### src/rtl/router_pkg.sv
// ---------------------------------------------------------------------------
// router_pkg
// Shared definitions for the router packet FIFO slice.
//   DATA_W_DEF : default byte width of the data path
//   LEN_LSB    : lowest bit of the payload-length field inside a header byte
//   router_entry_t : one stored FIFO entry {lfd, data} at the default width
// ---------------------------------------------------------------------------
package router_pkg;

    localparam int DATA_W_DEF = 8;
    localparam int LEN_LSB    = 2;

    typedef struct packed {
        logic                  lfd;
        logic [DATA_W_DEF-1:0] data;
    } router_entry_t;

endpackage : router_pkg

### src/rtl/router_fifo_mem.sv
// ---------------------------------------------------------------------------
// router_fifo_mem
// Simple dual-port storage array: one write port, one registered read port.
//   clk       : rising-edge clock
//   wr_en_i   : write strobe, stores wr_data_i at wr_addr_i
//   wr_addr_i : write address
//   wr_data_i : write data
//   rd_en_i   : read strobe, captures the word at rd_addr_i
//   rd_addr_i : read address
//   rd_data_o : registered read data, held while rd_en_i is low
// ---------------------------------------------------------------------------
module router_fifo_mem #(
    parameter int WIDTH = 9,
    parameter int DEPTH = 16,
    parameter int AW    = $clog2(DEPTH)
) (
    input  logic             clk,
    input  logic             wr_en_i,
    input  logic [AW-1:0]    wr_addr_i,
    input  logic [WIDTH-1:0] wr_data_i,
    input  logic             rd_en_i,
    input  logic [AW-1:0]    rd_addr_i,
    output logic [WIDTH-1:0] rd_data_o
);

    logic [WIDTH-1:0] mem_q [DEPTH];
    logic [WIDTH-1:0] rd_data_q;

    // NOTE: storage and its read register carry no reset, so they map onto
    // plain RAM; the owner masks the read data until a real read has happened.
    always_ff @(posedge clk) begin
        if (wr_en_i) begin
            mem_q[wr_addr_i] <= wr_data_i;
        end
        if (rd_en_i) begin
            rd_data_q <= mem_q[rd_addr_i];
        end
    end

    assign rd_data_o = rd_data_q;

endmodule : router_fifo_mem

### src/rtl/router_pkt_fifo.sv
// ---------------------------------------------------------------------------
// router_pkt_fifo
// Packet-aware byte FIFO. Each entry is {lfd_state, data_in}. On the read
// side a header entry loads a remaining-byte count (length field + 1 for the
// parity byte); following bytes decrement it. Protocol violations set a
// sticky hdr_err.
//   clk, resetn         : clock, synchronous active-low reset
//   soft_reset          : synchronous flush, active-high
//   write_enb/lfd_state/data_in : write request, header mark, write data
//   read_enb            : read request
//   data_out            : registered read data (1-cycle latency)
//   empty/full/fill_level : occupancy status
//   pkt_busy            : packet bytes still outstanding on the read side
//   hdr_err             : sticky protocol-error flag
// ---------------------------------------------------------------------------
module router_pkt_fifo
    import router_pkg::*;
#(
    parameter int DATA_W = DATA_W_DEF,
    parameter int DEPTH  = 16
) (
    input  logic                     clk,
    input  logic                     resetn,
    input  logic                     soft_reset,
    input  logic                     write_enb,
    input  logic                     lfd_state,
    input  logic [DATA_W-1:0]        data_in,
    input  logic                     read_enb,
    output logic [DATA_W-1:0]        data_out,
    output logic                     empty,
    output logic                     full,
    output logic [$clog2(DEPTH):0]   fill_level,
    output logic                     pkt_busy,
    output logic                     hdr_err
);

    localparam int AW = $clog2(DEPTH);
    localparam int CW = DATA_W - 1;

    logic [AW-1:0] wptr_q, wptr_d;
    logic [AW-1:0] rptr_q, rptr_d;
    logic [AW:0]   fill_q, fill_d;
    logic [CW-1:0] cnt_q, cnt_d, cnt_now, hdr_len;
    logic          err_q, err_d, err_now;
    logic          pend_q, pend_d;   // a read was accepted last edge, entry now on rd_entry
    logic          ovld_q, ovld_d;   // read register holds a genuinely read entry
    logic          run, wr_acc, rd_acc;
    logic [DATA_W:0]   rd_entry;
    logic              rd_lfd;
    logic [DATA_W-1:0] rd_data;

    router_fifo_mem #(
        .WIDTH (DATA_W + 1),
        .DEPTH (DEPTH)
    ) u_mem (
        .clk       (clk),
        .wr_en_i   (wr_acc),
        .wr_addr_i (wptr_q),
        .wr_data_i ({lfd_state, data_in}),
        .rd_en_i   (rd_acc),
        .rd_addr_i (rptr_q),
        .rd_data_o (rd_entry)
    );

    assign rd_lfd  = rd_entry[DATA_W];
    assign rd_data = rd_entry[DATA_W-1:0];
    assign hdr_len = CW'(rd_data[DATA_W-1:LEN_LSB]) + CW'(1);

    // Status comes straight from the fill counter, so full/empty never
    // depend on comparing wrapped pointers.
    assign empty      = (fill_q == '0);
    assign full       = (fill_q == (AW+1)'(DEPTH));
    assign fill_level = fill_q;

    // The entry read at an edge only appears on rd_entry after it, so the
    // packet counter is resolved here from the held count plus that entry.
    // This keeps pkt_busy/hdr_err aligned with data_out.
    // NOTE: every output of this block gets a default first, so no latch
    // can be inferred on the paths where no branch assigns it.
    always_comb begin
        cnt_now = cnt_q;
        err_now = err_q;
        if (pend_q) begin
            if (rd_lfd) begin
                if (cnt_q != '0) begin
                    err_now = 1'b1;
                end
                cnt_now = hdr_len;
            end else if (cnt_q != '0) begin
                cnt_now = cnt_q - CW'(1);
            end else begin
                err_now = 1'b1;
            end
        end
    end

    assign pkt_busy = (cnt_now != '0);
    assign hdr_err  = err_now;
    assign data_out = ovld_q ? rd_data : '0;

    // Both resets outrank traffic, so no transfer is accepted while either is active.
    assign run    = resetn && !soft_reset;
    assign wr_acc = run && write_enb && !full;
    assign rd_acc = run && read_enb && !empty;

    always_comb begin
        wptr_d = wr_acc ? wptr_q + AW'(1) : wptr_q;
        rptr_d = rd_acc ? rptr_q + AW'(1) : rptr_q;
        fill_d = fill_q;
        if (wr_acc && !rd_acc) begin
            fill_d = fill_q + (AW+1)'(1);
        end else if (rd_acc && !wr_acc) begin
            fill_d = fill_q - (AW+1)'(1);
        end
        cnt_d  = cnt_now;
        err_d  = err_now;
        pend_d = rd_acc;
        ovld_d = ovld_q || rd_acc;
    end

    // NOTE: state registers use non-blocking assignments so every flop
    // samples pre-edge values regardless of statement order.
    always_ff @(posedge clk) begin
        if (!resetn || soft_reset) begin
            wptr_q <= '0;
            rptr_q <= '0;
            fill_q <= '0;
            cnt_q  <= '0;
            err_q  <= 1'b0;
            pend_q <= 1'b0;
            ovld_q <= 1'b0;
        end else begin
            wptr_q <= wptr_d;
            rptr_q <= rptr_d;
            fill_q <= fill_d;
            cnt_q  <= cnt_d;
            err_q  <= err_d;
            pend_q <= pend_d;
            ovld_q <= ovld_d;
        end
    end

endmodule : router_pkt_fifo

### config.mk
export PLATFORM = sky130hd
export DESIGN_NAME = router_pkt_fifo
export DESIGN_NICKNAME = d
export VERILOG_FILES = /design/src/rtl/router_pkg.sv /design/src/rtl/router_fifo_mem.sv /design/src/rtl/router_pkt_fifo.sv
export SDC_FILE = /design/constraint.sdc
export NUM_CORES = 1
export LEC_CHECK = 0
export CORE_MARGIN = 2
export CORE_UTILIZATION = 40
export DETAILED_ROUTE_END_ITERATION = 7
export HOLD_SLACK_MARGIN = 0.12
export PLACE_DENSITY_LB_ADDON = 0.12
export SETUP_SLACK_MARGIN = 0.02
export SYNTH_ARGS = -nofsm -noshare
export SYNTH_HDL_FRONTEND = slang
export SYNTH_SLANG_ARGS = --single-unit
### constraint.sdc
create_clock -name clk -period 4.4 [get_ports clk]
set_input_delay 1.32 -clock clk [delete_from_list [all_inputs] [get_ports clk]]
set_output_delay 1.32 -clock clk [all_outputs]
set_load 0.1 [all_outputs]
==> flow_summary.json, run 1 <==
{
  "status": "finished clean",
  "clockBufferDepth": 2,
  "fin_hold_ws_ns": 0.5416,
  "synth_edf_count": 153,
  "grt_pass1_wl_mm": 22.45,
  "wirelength_mm": 14.36,
  "coreArea_um2": 17840,
  "powerDensity_nw_per_um2": 389.7,
  "hold_buffers": 0,
  "drv_slew": 0,
  "hold_depth": 2,
  "cts-root-buf": "clkbuf_16",
  "first_pass_iters": 5,
  "synth_top_area_share_pct": 63.49,
  "vdd_drop_max_v": 0.0002423,
  "routedWlPerCell_um": 20.58,
  "yosysTopAreaCell": "edfxtp_1",
  "cp_data_required_time_ns": 3.08,
  "diodes": 0,
  "rsz0062_at_grt": "no",
  "start_util_pct": 40.56,
  "syn-mean-instance-area_um2": 17.91,
  "synth-warning-count": 0,
  "max_freq_mhz": 253.0,
  "hp-class": "flip-flop to flip-flop",
  "synth_area_leaders": "edfxtp_1, mux4_2, dfxtp_1, ha_1, nor2_1",
  "endpoint_kind": "output port",
  "max_slew_margin_pct": 27.00,
  "row_count": 49,
  "cts_tree": "done",
  "r2r_slack_ns": 1.36,
  "grt_pass1_vias": 3790,
  "cp-start-kind": "flip-flop",
  "antenna_left": 0,
  "drc": 0,
  "drv_cap": 0,
  "crit_type": "flip-flop to output port",
  "r2r_cells": 12,
  "clock-sinks": 176,
  "fin_crit_ns": 3.952,
  "cts_htree_levels": 4,
  "insertion_delay_ns": 0.42,
  "first_iter_violations": 308,
  "path_clk_slew_ns": 0.06,
  "port_buffers": 30,
  "antenna_found_initial": 0,
  "routabilityCongestion": 0.8086,
  "die_h_um": 138.5,
  "p_leak_uw": 0.002688,
  "vias": 3703,
  "synth_async_sr_flop_share_pct": 0,
  "finalClockSkew_ns": 0.007615,
  "grt_start_max_net_pins": 40,
  "post-cts-setup-buffers": 0,
  "yosysMostFrequentCell": "edfxtp_1",
  "post-route-period-util_pct": 89.81,
  "setup_viol": 0,
  "netlist_instances": 404,
  "ys_types": 46,
  "die_area_um2": 19180,
  "overflow": 0,
  "ys.flop_type": "edfxtp_1",
  "cts_inserted_buffers": 17,
  "synthTopCellsByCount": "edfxtp_1, mux4_2, nor2_1",
  "dp_hpwl_mm": 9.292,
  "fillers": 1474,
  "cts.repair.resized": 0,
  "die_w_um": 138.5,
  "arrival_ns": 2.63,
  "netlist_area_um2": 7237,
  "finalSetupTns_ns": 0,
  "syn_nets": 431,
  "critPathMaxFanout": 5,
  "area_growth_pct": 16.10,
  "ioPinCount": 31,
  "grt_usage_pct": 15.79,
  "final_nets": 484,
  "worstMarginPinSlew_ns": 1.095,
  "seq_area_frac_synth_pct": 69.85,
  "final_layout_size_suffix_gt1_share_pct": 21.96,
  "ys_ff_latch": 176,
  "vias_per_cell": 5.305,
  "hold_violations": 0
}
[critical path: stages, from the launching register on]
cell,delay [ns]
dfxtp_1,0.33
inv_1,0.10
ha_1,0.27
or3b_2,0.47
a31oi_1,0.20
o211ai_1,0.17
and4bb_1,0.30
nand4_1,0.11
buf_4,0.27
[final cells by class]
class                           count  area, µm²  area share, %
Inverter                            8      30.03         0.3574
Clock buffer                       19      432.9          5.153
Multi-Input combinational cell    203       2063          24.56
Sequential cell                   176       5057          60.19
Timing Repair Buffer               51      460.4          5.480
Tap cell                          229      286.5          3.410
Clock inverter                     12      71.32         0.8488
[routing by layer]
| layer | up-vias | GRT usage, % | wire [µm] |
|---|---|---|---|
| met4 | 0 | 5.102 | 228 |
| li1 | 1706 | - | - |
| met1 | 1906 | 21.74 | 6728 |
| met3 | 18 | 3.117 | 442 |
| met2 | 73 | 25.53 | 6962 |
| met5 | - | 0 | 0 |
[report_power, final]
part / switching (µW) / leakage (µW) / internal, µW
clock: 584 / 0.000241 / 709
sequential: 11.0 / 0.00156 / 1820
combinational: 93.3 / 0.000883 / 56.5
[state kept, by name (all words and copies together), names as in the netlist]
signal / cells
cnt_q: 7
u_mem.mem_q: 144
err_q: 1
u_mem.rd_data_o: 9
rptr_q: 4
pend_q: 1
ovld_q: 1
wptr_q: 4
fill_level: 5
[per-stage QoR]
step                      worst slack, ns  power (µW)  util (%)  instance area [µm²]  instances
after global placement             0.5363        2016     44.27                 7898        667
final                              0.4481        3274     47.09                 8402        698
after floorplan                    0.4585        1960         -                 7237        404
after CTS                          0.4219        3310     47.09                 8402        698
after detailed placement           0.4846        2018     44.27                 7898        667
after global routing               0.2618        3396     47.09                 8402        698
[cell usage in the layout (no fill, tap or decap), types with 2 or more instances in the layout]
cell | netlist | layout
dfxtp_2 | 0 | 2
ha_1 | 12 | 12
inv_1 | 8 | 8
and3_1 | 3 | 3
nor3b_1 | 2 | 2
clkdlybuf4s50_1 | 0 | 26
nand2b_1 | 3 | 3
clkbuf_16 | 0 | 17
nor2b_1 | 2 | 2
dfxtp_1 | 23 | 21
o21ai_0 | 5 | 5
nor2_1 | 36 | 36
nor3_1 | 6 | 6
clkinv_1 | 0 | 3
xor2_1 | 7 | 7
a211oi_1 | 2 | 2
mux2i_1 | 3 | 3
edfxtp_1 | 153 | 153
or3_1 | 2 | 2
clkbuf_1 | 8 | 2
nand3_1 | 3 | 3
a21o_1 | 3 | 3
and2_1 | 17 | 17
clkinv_2 | 0 | 4
mux4_2 | 45 | 45
nand4_1 | 6 | 6
nand2_1 | 10 | 10
buf_4 | 0 | 24
a21oi_1 | 8 | 8
nor4_1 | 2 | 2
xnor2_1 | 8 | 8
clkinvlp_4 | 0 | 3
[worst paths after layout]
path                                      end     startpoint
worst max-delay path                 pkt_busy       cnt_q[0]
worst min-delay path                    err_q          err_q
worst max register to register  fill_level[4]  fill_level[0]
worst min register to register          err_q          err_q
[cell families after synthesis]
kind of cell,Yosys count,synth area share [%]
xor+xnor,15,1.815
buf+inv,25,1.642
flops,176,69.85
mux,48,14.42
simple gates,99,7.210
fa+ha+maj,13,2.351
compound gates,28,2.715
(Power assumes the default switching activity.)
==> run 2, diff against run 1 <==
CORE_ASPECT_RATIO = 1.2   (was default)
SKIP_LAST_GASP = 1   (was default)
SLEW_MARGIN = 10   (was default)
==> run 2 against run 1 <==
  * Global-route usage grew 0.21 points
  * Worst hold slack gained 0.031 ns
  * Fmax fell by 2.2%
  * Highest routed layer unchanged
  * Flip-flop and latch count stayed put
  * Count of clock-buffer cells in the layout decreased by 2
  * Die area is essentially flat
  * Register-to-register slack worse by 0.09 ns
  * Sequential share of layout area decreased by 0.93 points
  * Largest power group unchanged
  * Final area increased by 1.6%
==> flow_summary.json, run 2 (synthesis gave the netlist of run 1 again) <==
{
  "fin_util_pct": 48.38,
  "area_growth_pct": 17.91,
  "crit_type": "flip-flop to output port",
  "max_slew_margin_pct": 27.18,
  "critPathMaxFanout": 4,
  "first_pass_iters": 6,
  "die_w_um": 126.8,
  "vdd_drop_max_v": 0.0002721,
  "diodes": 0,
  "cp_data_required_time_ns": 3.08,
  "cts_tree": "done",
  "worstMarginPinSlew_ns": 1.092,
  "rsz0062_at_grt": "no",
  "final_layout_size_suffix_gt1_share_pct": 23.19,
  "port_buffers": 30,
  "wirelength_mm": 14.12,
  "clockBufferDepth": 2,
  "grt_pass1_wl_mm": 22.38,
  "finalClockSkew_ns": 0.006690,
  "die_h_um": 151.3,
  "hold_buffers": 0,
  "preCtsSetupSlack_ns": 0.4986,
  "power_uw": 3637,
  "vias": 3741,
  "start_util_pct": 41.03,
  "grt_pass1_vias": 3783,
  "cts_inserted_buffers": 17,
  "cts_htree_levels": 4,
  "routedWlPerCell_um": 20.47,
  "status": "finished clean",
  "first_iter_violations": 198,
  "setup_viol": 0,
  "drv_cap": 0,
  "p_leak_uw": 0.002772,
  "routabilityCongestion": 0.8138,
  "cts.repair.resized": 0,
  "drc": 0,
  "post-route-period-util_pct": 91.80,
  "fin_crit_ns": 4.039,
  "max_freq_mhz": 247.6,
  "powerDensity_nw_per_um2": 426.2,
  "overflow": 0,
  "final_nets": 485,
  "finalSetupTns_ns": 0,
  "cts-root-buf": "clkbuf_16",
  "layout_commonest_cell": "edfxtp_1",
  "post-cts-setup-buffers": 0,
  "die_area_um2": 19190,
  "clock-sinks": 176,
  "grt_usage_pct": 16.00,
  "hp-class": "flip-flop to flip-flop",
  "antenna_found_initial": 0,
  "layout_setup_ws_ns": 0.3610,
  "fin_area_um2": 8533,
  "fillers": 1463,
  "cp-start-kind": "flip-flop",
  "r2r_slack_ns": 1.27,
  "insertion_delay_ns": 0.42,
  "row_count": 53,
  "drv_slew": 0,
  "dp_hpwl_mm": 9.613,
  "regMostFlops": "u_mem.mem_q",
  "path_clk_slew_ns": 0.07,
  "antenna_left": 0,
  "hold_violations": 0,
  "largest_reg_flops": 144,
  "arrival_ns": 2.72,
  "placed_area_um2": 7881,
  "ioPinCount": 31,
  "coreArea_um2": 17640,
  "grt_start_max_net_pins": 40,
  "vias_per_cell": 5.422,
  "final_cell_mix": "edfxtp_1, mux4_2, nor2_1",
  "endpoint_kind": "output port"
}
run 2: area by class of cell:
cell class,instances,area (µm²),share of cell area (%)
timing repair buffer,52,455.4,5.337
clock inverter,14,226.5,2.654
tap,220,275.3,3.226
multi-input combinational,203,2063,24.18
clock buffer,17,425.4,4.985
sequential,176,5057,59.27
inverter,8,30.03,0.3519
run 2: routing by layer:
metal | track usage (%) | vias up | share of wire [%]
met5 | 0 | - | 0
met4 | 5.330 | 0 | 1.2
met3 | 3.568 | 12 | 2.5
met2 | 27.16 | 53 | 52
met1 | 20.60 | 1964 | 45
li1 | - | 1712 | -
run 2: per-stage QoR:
stage	cells	hold WS (ns)
2_1_floorplan	404	0.5122
3_3_place_gp	659	0.5546
3_5_place_dp	659	0.5631
4_1_cts	690	0.5801
5_1_grt	690	0.6078
6_report	690	0.5729
run 2: path summary, 6_finish.rpt:
kind                                     from       endpoint  cells after the start
worst max-delay path                 cnt_q[0]       pkt_busy                      8
worst min-delay path            fill_level[3]  fill_level[3]                      2
worst max register to register  fill_level[0]  fill_level[4]                     12
worst min register to register  fill_level[3]  fill_level[3]                      2
run 2: report_power, final:
group / internal, µW / switching [µW] / total (µW)
logic: 56.0 / 91.9 / 148
clock network: 1020 / 640 / 1660
registers: 1820 / 10.9 / 1830
run 2: critical path, cell delays in order (launching register included):
cell,delay (ns)
dfxtp_1,0.34
inv_1,0.10
ha_1,0.19
nor4b_1,0.47
nand2_1,0.13
a222oi_1,0.45
and4bb_1,0.26
nand4_1,0.09
buf_4,0.26
==> run 3, diff against run 2 <==
ABC_CLOCK_PERIOD_IN_PS = 4400   (was default)
==> results of run 3 <==
Final layout, timing and power as in run 2 (identical DEF).
